==> src/rtl/idct_pkg.sv <==
// idct_pkg: shared types, cosine tables and helpers for the 1-D IDCT stream.
// Tables hold C[k][n] = round(c(n)*cos((2k+1)n*pi/2N)*2^11), i.e. Q1.11 (COEF_W=12).
package idct_pkg;

  localparam int unsigned COEF_TAB_W = 12;

  typedef enum logic {
    ST_IDLE = 1'b0,
    ST_RUN  = 1'b1
  } idct_state_t;

  localparam int C4_TAB [4][4] = '{
    '{1024,  1338,  1024,   554},
    '{1024,   554, -1024, -1338},
    '{1024,  -554, -1024,  1338},
    '{1024, -1338,  1024,  -554}
  };

  localparam int C8_TAB [8][8] = '{
    '{724,  1004,  946,   851,  724,   569,  392,   200},
    '{724,   851,  392,  -200, -724, -1004, -946,  -569},
    '{724,   569, -392, -1004, -724,   200,  946,   851},
    '{724,   200, -946,  -569,  724,   851, -392, -1004},
    '{724,  -200, -946,   569,  724,  -851, -392,  1004},
    '{724,  -569, -392,  1004, -724,  -200,  946,  -851},
    '{724,  -851,  392,   200, -724,  1004, -946,   569},
    '{724, -1004,  946,  -851,  724,  -569,  392,  -200}
  };

  // Ceiling log2, minimum 1 so index ports are never zero-width.
  function automatic int unsigned idct_clog2(input int unsigned v);
    int unsigned r;
    r = 1;
    for (int unsigned i = 1; i < 32; i++) begin
      if ((32'd1 << i) < v) r = i + 1;
    end
    return r;
  endfunction

  // Coefficient n of row k for an n_pts-point transform (4 or 8).
  function automatic logic signed [COEF_TAB_W-1:0] idct_row_sel(input int unsigned n_pts,
                                                                 input int unsigned k,
                                                                 input int unsigned n);
    if (n_pts == 8) return COEF_TAB_W'(C8_TAB[3'(k)][3'(n)]);
    else            return COEF_TAB_W'(C4_TAB[2'(k)][2'(n)]);
  endfunction

endpackage

==> src/rtl/idct_row_mac.sv <==
// idct_row_mac: one IDCT row = N signed MACs, round half-up, then clamp or wrap,
// captured in a single output register.
// Ports: clk, reset (async active-low), i_en (load output register),
//        i_x (N packed coefficients), i_coef (N packed cosine constants),
//        o_data (registered spatial sample).
// Build option: IDCT_SAT_EN selects clamping instead of two's complement wrap.
module idct_row_mac
  import idct_pkg::*;
#(
  parameter int unsigned N      = 4,
  parameter int unsigned DATA_W = 16,
  parameter int unsigned COEF_W = 12,
  parameter int unsigned OUT_W  = 24
) (
  input  logic                  clk,
  input  logic                  reset,
  input  logic                  i_en,
  input  logic [N*DATA_W-1:0]   i_x,
  input  logic [N*COEF_W-1:0]   i_coef,
  output logic [OUT_W-1:0]      o_data
);

  localparam int unsigned PROD_W = DATA_W + COEF_W;
  localparam int unsigned SUM_W  = PROD_W + idct_clog2(N);
  // One spare bit so the rounding constant can never overflow the sum.
  localparam int unsigned RND_W  = SUM_W + 1;
  localparam logic signed [RND_W-1:0] RND_HALF = RND_W'(1) <<< (COEF_W - 2);

  logic signed [SUM_W-1:0] w_sum;
  logic signed [RND_W-1:0] w_rnd;
  logic signed [RND_W-1:0] w_shift;
  logic [OUT_W-1:0]        w_res;

  // Full-width dot product of the coefficient vector with row k.
  always_comb begin : mac
    logic signed [DATA_W-1:0] v_x;
    logic signed [COEF_W-1:0] v_c;
    logic signed [PROD_W-1:0] v_p;
    v_x   = '0;
    v_c   = '0;
    v_p   = '0;
    w_sum = '0;
    for (int unsigned n = 0; n < N; n++) begin
      v_x   = i_x[n*DATA_W +: DATA_W];
      v_c   = i_coef[n*COEF_W +: COEF_W];
      v_p   = PROD_W'(v_x) * PROD_W'(v_c);
      w_sum = w_sum + SUM_W'(v_p);
    end
  end

  assign w_rnd   = RND_W'(w_sum) + RND_HALF;
  assign w_shift = w_rnd >>> (COEF_W - 1);

`ifdef IDCT_SAT_EN
  if (OUT_W >= RND_W) begin : g_wide
    assign w_res = OUT_W'(w_shift);
  end else begin : g_sat
    localparam logic signed [RND_W-1:0] SAT_MAX = {{(RND_W-OUT_W+1){1'b0}}, {(OUT_W-1){1'b1}}};
    localparam logic signed [RND_W-1:0] SAT_MIN = {{(RND_W-OUT_W+1){1'b1}}, {(OUT_W-1){1'b0}}};
    always_comb begin
      if (w_shift > SAT_MAX)      w_res = OUT_W'(SAT_MAX);
      else if (w_shift < SAT_MIN) w_res = OUT_W'(SAT_MIN);
      else                        w_res = OUT_W'(w_shift);
    end
  end
`else
  assign w_res = OUT_W'(w_shift);
`endif

  always_ff @(posedge clk or negedge reset) begin
    if (!reset)    o_data <= '0;
    else if (i_en) o_data <= w_res;
  end

endmodule

==> src/rtl/idct_1d_stream.sv <==
// idct_1d_stream: N-point 1-D inverse DCT. Takes one coefficient vector per
// in_valid/in_ready handshake and streams N spatial samples out, one per cycle,
// on out_valid/out_ready with backpressure.
// Ports: clk, reset (async active-low), in_data/in_valid/in_ready (vector in),
//        out_data/out_idx/out_last/out_valid/out_ready (sample stream out).
// Build option: IDCT_SAT_EN clamps results to OUT_W instead of wrapping.
module idct_1d_stream
  import idct_pkg::*;
#(
  parameter int unsigned N      = 4,
  parameter int unsigned DATA_W = 16,
  parameter int unsigned COEF_W = 12,
  parameter int unsigned OUT_W  = 24
) (
  input  logic                      clk,
  input  logic                      reset,
  input  logic [N*DATA_W-1:0]       in_data,
  input  logic                      in_valid,
  output logic                      in_ready,
  output logic [OUT_W-1:0]          out_data,
  output logic [idct_clog2(N)-1:0]  out_idx,
  output logic                      out_last,
  output logic                      out_valid,
  input  logic                      out_ready
);

  localparam int unsigned K_W = idct_clog2(N);

  idct_state_t           r_state;
  logic [K_W-1:0]        r_k;
  logic [N*DATA_W-1:0]   r_x;
  logic                  r_out_valid;
  logic [K_W-1:0]        r_out_idx;
  logic                  r_out_last;

  logic                  w_adv;
  logic                  w_issue;
  logic                  w_last_k;
  logic                  w_accept;
  logic [N*COEF_W-1:0]   w_coef;

  // The output slot is free when empty or being drained this cycle.
  assign w_adv    = !r_out_valid || out_ready;
  assign w_issue  = (r_state == ST_RUN) && w_adv;
  assign w_last_k = (r_k == K_W'(N - 1));
  // Ready in IDLE, or while issuing the last row so vectors chain without a bubble.
  assign in_ready = reset && ((r_state == ST_IDLE) || (w_issue && w_last_k));
  assign w_accept = in_valid && in_ready;

  // Cosine row for the sample currently being produced.
  always_comb begin
    w_coef = '0;
    for (int unsigned n = 0; n < N; n++) begin
      w_coef[n*COEF_W +: COEF_W] = COEF_W'(idct_row_sel(N, 32'(r_k), n));
    end
  end

  always_ff @(posedge clk or negedge reset) begin
    if (!reset) begin
      r_state     <= ST_IDLE;
      r_k         <= '0;
      r_x         <= '0;
      r_out_valid <= 1'b0;
      r_out_idx   <= '0;
      r_out_last  <= 1'b0;
    end else begin
      if (w_issue) begin
        r_out_valid <= 1'b1;
        r_out_idx   <= r_k;
        r_out_last  <= w_last_k;
        r_k         <= w_last_k ? '0 : r_k + K_W'(1);
      end else if (w_adv) begin
        r_out_valid <= 1'b0;
      end

      if (w_accept) begin
        r_x     <= in_data;
        r_k     <= '0;
        r_state <= ST_RUN;
      end else if (w_issue && w_last_k) begin
        r_state <= ST_IDLE;
      end
    end
  end

  idct_row_mac #(
    .N      (N),
    .DATA_W (DATA_W),
    .COEF_W (COEF_W),
    .OUT_W  (OUT_W)
  ) u_row_mac (
    .clk    (clk),
    .reset  (reset),
    .i_en   (w_issue),
    .i_x    (r_x),
    .i_coef (w_coef),
    .o_data (out_data)
  );

  assign out_valid = r_out_valid;
  assign out_idx   = r_out_idx;
  assign out_last  = r_out_last;

endmodule

==> config.mk <==
export PLATFORM = sky130hd
export DESIGN_NAME = idct_1d_stream
export DESIGN_NICKNAME = d
export VERILOG_FILES = /design/src/rtl/idct_pkg.sv /design/src/rtl/idct_row_mac.sv /design/src/rtl/idct_1d_stream.sv
export SDC_FILE = /design/constraint.sdc
export NUM_CORES = 1
export LEC_CHECK = 0
export ABC_AREA = 0
export CORE_ASPECT_RATIO = 1.25
export CORE_MARGIN = 3
export CORE_UTILIZATION = 45
export DETAILED_ROUTE_END_ITERATION = 8
export HOLD_SLACK_MARGIN = 0.03
export SKIP_LAST_GASP = 1
export SLEW_MARGIN = 30
export SYNTH_ARGS = -nofsm -noshare
export SYNTH_HDL_FRONTEND = slang
export SYNTH_SLANG_ARGS = --single-unit
export TNS_END_PERCENT = 1
==> constraint.sdc <==
create_clock -name clk -period 18 [get_ports clk]
set_clock_uncertainty 0.15 [all_clocks]
set_input_delay 3.6 -clock clk [delete_from_list [all_inputs] [get_ports clk]]
set_output_delay 3.6 -clock clk [all_outputs]
set_load 0.005 [all_outputs]
==> results of run 1 <==
-- kinds of logic (layout without fill, tap and decap cells) --
| logic type | count (synthesis) | count (layout) | share of synthesized area (%) |
|---|---|---|---|
| buffers and inverters | 619 | 689 | 12.43 |
| multiplexers | 1 | 1 | 0.05949 |
| AO/OA/AOI/OAI | 93 | 93 | 3.438 |
| AND/OR/NAND/NOR | 451 | 451 | 10.94 |
| other | 1 | 2 | 0.01981 |
| flip-flops | 91 | 91 | 12.03 |
| XOR/XNOR | 23 | 23 | 1.137 |
| adder cells (fa/ha/maj) | 665 | 665 | 59.95 |
-- layout make-up --
cell class	count	area share [%]
Clock inverter	6	0.4280
Timing Repair Buffer	104	4.907
Tap cell	552	3.328
Sequential cell	91	10.98
Inverter	569	10.30
Clock buffer	10	1.103
Multi-Input combinational cell	1235	68.95
-- synth_stat cells, types with 4 or more instances --
| cell type | count |
|---|---|
| a211oi_1 | 4 |
| a21o_1 | 9 |
| a21oi_1 | 18 |
| a31oi_1 | 5 |
| and2_1 | 51 |
| buf_4 | 5 |
| clkbuf_1 | 41 |
| dfrtp_1 | 91 |
| fa_1 | 403 |
| ha_1 | 262 |
| inv_1 | 566 |
| nand2_1 | 283 |
| nand2b_1 | 20 |
| nand3_1 | 4 |
| nor2_1 | 32 |
| nor2b_1 | 34 |
| nor3b_1 | 5 |
| o211ai_1 | 8 |
| o21ai_0 | 23 |
| o21ai_1 | 4 |
| xnor2_1 | 16 |
| xor2_1 | 6 |
-- layer usage --
layer  share of wire [%]  up-vias
met3                 2.4       83
met5                   0        -
met4                 5.2        0
met2                  56      199
met1                  36     6347
li1                    -     5796
-- flip-flops by register name, indices dropped and copies added, names as in the netlist --
name              flops
r_x                  64
r_state               1
out_valid             1
r_k                   2
out_last              1
u_row_mac.o_data     20
out_idx               2
-- stage by stage --
step | utilization (%) | area (um2)
after floorplan | - | 18930
after global placement | 49.44 | 20430
after detailed placement | 49.44 | 20430
after CTS | 50.21 | 20750
after global routing | 50.21 | 20750
final | 50.21 | 20750
-- worst paths after layout --
kind                                            from              endpoint  slack [ns]  depth (start not counted)
min in group asynchronous                      reset               r_x[29]        3.30                          2
worst min register to register  u_row_mac.o_data[13]  u_row_mac.o_data[13]        0.33                          2
worst max-delay path                          r_k[0]  u_row_mac.o_data[12]        9.03                         29
worst min-delay path            u_row_mac.o_data[13]  u_row_mac.o_data[13]        0.33                          2
max in group asynchronous                      reset               r_x[61]       13.24                          3
worst max register to register                r_k[0]  u_row_mac.o_data[12]        9.03                         29
-- tightest hold or removal path, cell delays in order (launching register included) --
cell	delay, ns
dfrtp_1	0.35
nand2_1	0.05
o31ai_1	0.05
==> impl_metrics.csv, run 1 <==
group,metric,value,unit
outcome,outcome,"complete, no violations",
final_layout,drive_above_1_share,2.581,%
clock_tree,cts_buffer_depth,2,
critical_path,crit_fanout,56,
clock_tree,cts_tree,"yes",
timing,fin_crit,8.967,ns
global_routing,grt_antenna_before_repair,0,
placement,place_ws,9.084,ns
final_layout,syn_to_final_growth,9.652,%
clock_tree,clkLatencyLatePin,0.40,ns
final_layout,antenna_cells,0,
critical_path,cpMaxStageDelayCell,"fa_1",
global_routing,grt-ovfl-total,0,
synth,syn_area,18930,um2
synth,synth_area_per_cell,9.736,um2
detailed_routing,routed_wl,44.95,mm
synth,yosys.cell_types.count,59,
die,die_area,44570,um2
die,ioPinCount,97,
synth,yosysTopAreaCell,"fa_1",
timing,tightest_slew,0.8589,ns
timing,report.final.setup_viol,0,
timing,hold_viol_final,0,
placement,placed_cells,2551,
global_routing,grt_max_degree,72,
die,die_w,189.4,um
timing,fin_crit_sh,49.82,%
global_routing,gr-usage-all-layers,21.31,%
final_layout,regArea,2278,um2
global_routing,met2_usage,39.88,%
timing,rsz0062_at_grt,"no",
die,coreArea,41330,um2
final_layout,final_common_cell,"inv_1",
global_routing,met3_usage,2.755,%
critical_path,critical_path_required,18.13,ns
flow_run,drv_cap,0,
placement,place.gp.congestion,0.9334,
placement,io_buffers,96,
global_routing,met1_usage,23.72,%
synth,syn_inst,1944,
synth,synth_top_area_share,42.63,%
critical_path,crit_top_cell,"inv_1",
critical_path,endpoint_kind,"register",
clock_tree,clk_pin_slew_worst_paths,0.07,ns
detailed_routing,vias,12425,
final_layout,multi_input_area,14310,um2
critical_path,cp_num_buf_inv,10,
global_routing,busiest_layer,"met2",
timing,drv_slew,0,
die,start_util,45.79,%
die,fp-row-count,83,
final_layout,instances_no_fill,2567,
clock_tree,ctsResizeCount,0,
timing,setup_ws,9.033,ns
critical_path,cp_top_family,"adder cells",
detailed_routing,viasPerCell,4.840,
synth,synth_edf_count,0,
critical_path,critPathMaxStageDelay,0.55,ns
timing,max_freq,0.1115,GHz
synth,seq_area_frac_synth,12.03,%
final_layout,fin_nets,2743,
critical_path,crit_type,"reg2reg",
clock_tree,cts_made_buffers,9,
global_routing,grt_pass1_vias,14064,
synth,ys.flop_type,"dfrtp_1",
detailed_routing,drc,0,
synth,synth_seq_cells,91,
timing,whs,0.3296,ns
critical_path,worstSetupStartpointType,"register",
synth,yosysWarnings,0,
final_layout,fillers,3992,
critical_path,worstPathArrival,9.10,ns
synth,ys_async_sr_fraction,100.0,%
clock_tree,clock_sinks,91,
placement,hpwl,38.69,mm
final_layout,layout_common_cells,"inv_1, fa_1, nand2_1, ha_1, clkdlybuf4s50_1",
clock_tree,cts_root_buf,"clkbuf_16",
global_routing,grt_pass1_wl,72.69,mm
detailed_routing,post_drt_wl_per_cell,17.51,um
detailed_routing,postRouteAntennaNets,0,
clock_tree,htree_levels,3,
timing,slew_headroom,42.74,%
die,die_y,235.3,um
timing,fin_setup_tns,0,ns
clock_tree,cts_setup_buffers,0,
detailed_routing,detail_route.first_pass.iterations,4,
clock_tree,cts_hold_buf,0,
detailed_routing,first_iter_violations,454,
synth,synth_area_leaders,"fa_1, ha_1, dfrtp_1",
hold_path,worstHoldPathType,"reg2reg",
Power of run 1 is not shown: default switching activity piles up to over one toggle a cycle in this logic, so the estimate is an artifact.
==> run 2, diff against run 1 <==
Clock period 18 ns to 8 ns, I/O delays scaled along.
==> impl_metrics.csv, run 2 (synthesized netlist as in run 1, its figures left out) <==
group,metric,value,unit
outcome,outcome,"complete, no violations",
critical_path,critPathMaxStageDelay,0.49,ns
clock_tree,cts_tree,"yes",
timing,max_freq,0.1292,GHz
timing,tightest_slew,0.8764,ns
die,die_y,235.3,um
critical_path,crit_type,"reg2reg",
critical_path,worstSetupStartpointType,"register",
final_layout,syn_to_final_growth,10.82,%
critical_path,critical_path_required,8.17,ns
global_routing,gr-usage-all-layers,21.35,%
timing,hold_viol_final,0,
detailed_routing,viasPerCell,4.803,
final_layout,final_common_cell,"inv_1",
timing,fin_crit,7.741,ns
clock_tree,cts_root_buf,"clkbuf_16",
detailed_routing,routed_wl,44.29,mm
placement,place_area,20620,um2
clock_tree,cts_made_buffers,9,
final_layout,fillers,3970,
detailed_routing,post_drt_wl_per_cell,17.11,um
global_routing,grt_pass1_vias,13826,
timing,report.final.setup_viol,0,
die,coreArea,41330,um2
timing,slew_headroom,41.36,%
placement,place.gp.congestion,0.9456,
detailed_routing,vias,12435,
die,start_util,45.79,%
clock_tree,clkLatencyLatePin,0.40,ns
clock_tree,clk_pin_slew_worst_paths,0.08,ns
global_routing,grt_pass1_wl,72.26,mm
clock_tree,cts_buffer_depth,2,
die,die_area,44570,um2
global_routing,grt_max_degree,72,
critical_path,endpoint_kind,"register",
detailed_routing,first_iter_violations,373,
final_layout,fin_area,20970,um2
final_layout,top_register,"r_x",
die,ioPinCount,97,
final_layout,fin_nets,2765,
detailed_routing,drc,0,
placement,place_ws,0.1023,ns
die,die_w,189.4,um
detailed_routing,postRouteAntennaNets,0,
timing,fin_crit_sh,96.77,%
final_layout,largest_reg_flops,64,
clock_tree,cts_hold_buf,0,
timing,setup_ws,0.2586,ns
final_layout,largestRegisters,"r_x (64), u_row_mac.o_data (20)",
critical_path,crit_top_cell,"fa_1",
critical_path,cpMaxStageDelayCell,"fa_1",
timing,rsz0062_at_grt,"yes",
global_routing,grt-ovfl-total,0,
global_routing,grt_antenna_before_repair,1,
die,fp-row-count,83,
final_layout,layout_common_cells,"inv_1, fa_1, nand2_1, ha_1, clkdlybuf4s50_1",
critical_path,crit_fanout,7,
final_layout,drive_above_1_share,4.075,%
placement,hpwl,38.98,mm
final_layout,multi_input_area,14360,um2
clock_tree,clock_sinks,91,
clock_tree,htree_levels,3,
hold_path,worstHoldPathType,"reg2reg",
final_layout,antenna_cells,0,
timing,drv_slew,0,
critical_path,worstPathArrival,7.91,ns
final_layout,regArea,2278,um2
detailed_routing,detail_route.first_pass.iterations,4,
placement,io_buffers,96,
flow_run,drv_cap,0,
[run 2: cell types whose count changed in the layout (fill, tap and decap cells not counted), moves of 2 or more]
cell / before / now
fa_2: 0 / 3
and2_4: 0 / 2
fa_1: 403 / 400
inv_6: 1 / 3
buf_4: 9 / 29
and2_1: 51 / 49
clkinv_4: 0 / 2
[run 2: final timing paths]
kind / start / cells past startpoint / to / slack (ns)
max: r_k[0] / 28 / u_row_mac.o_data[18] / 0.26
min: u_row_mac.o_data[14] / 2 / u_row_mac.o_data[14] / 0.34
max reg2reg: r_k[0] / 28 / u_row_mac.o_data[18] / 0.26
min reg2reg: u_row_mac.o_data[14] / 2 / u_row_mac.o_data[14] / 0.34
max in group asynchronous: reset / 2 / r_k[1] / 5.43
min in group asynchronous: reset / 1 / out_idx[0] / 1.05
[run 2: cell type report]
cell class / count / area share (%)
Clock buffer: 9 / 1.074
Clock inverter: 7 / 0.3878
Inverter: 569 / 10.20
Multi-Input combinational cell: 1235 / 68.47
Sequential cell: 91 / 10.86
Tap cell: 552 / 3.293
Timing Repair Buffer: 126 / 5.721
[run 2: critical path, delay by kind of cell, from the launching register on]
kind | cells | cell delay (ns)
AND/OR/NAND/NOR | 3 | 0.69
AO/OA/AOI/OAI | 5 | 1.17
adder cells (fa/ha/maj) | 11 | 4.56
buffers and inverters | 9 | 0.68
flip-flops | 1 | 0.39
[run 2: timing repair]
item / in CTS / in global routing
setup buffers: 0 / 1
resized for setup: 0 / 11
setup endpoints to repair: 0 / 14
[run 2: layer usage]
layer  wire, um  GRT usage (%)  vias to the layer above
met3       1123          2.666                       84
met1      16560          24.49                     6291
met4       2345          10.49                        0
met5          0              0                        -
li1           -              -                     5852
met2      24260          38.99                      208
[run 2: stage by stage]
| step | util [%] | setup TNS, ns | hold WS, ns | std cells |
|---|---|---|---|---|
| CTS | 50.62 | 0 | 0.3409 | 2588 |
| global route | 50.74 | -0.08377 | 0.3679 | 2589 |
| floorplan | - | 0 | 0.3023 | 1945 |
| detailed placement | 49.88 | 0 | 0.3234 | 2572 |
| global placement | 49.88 | 0 | 0.3179 | 2572 |
| finish | 50.74 | 0 | 0.3388 | 2589 |
Power of run 2 is left out for the same reason.
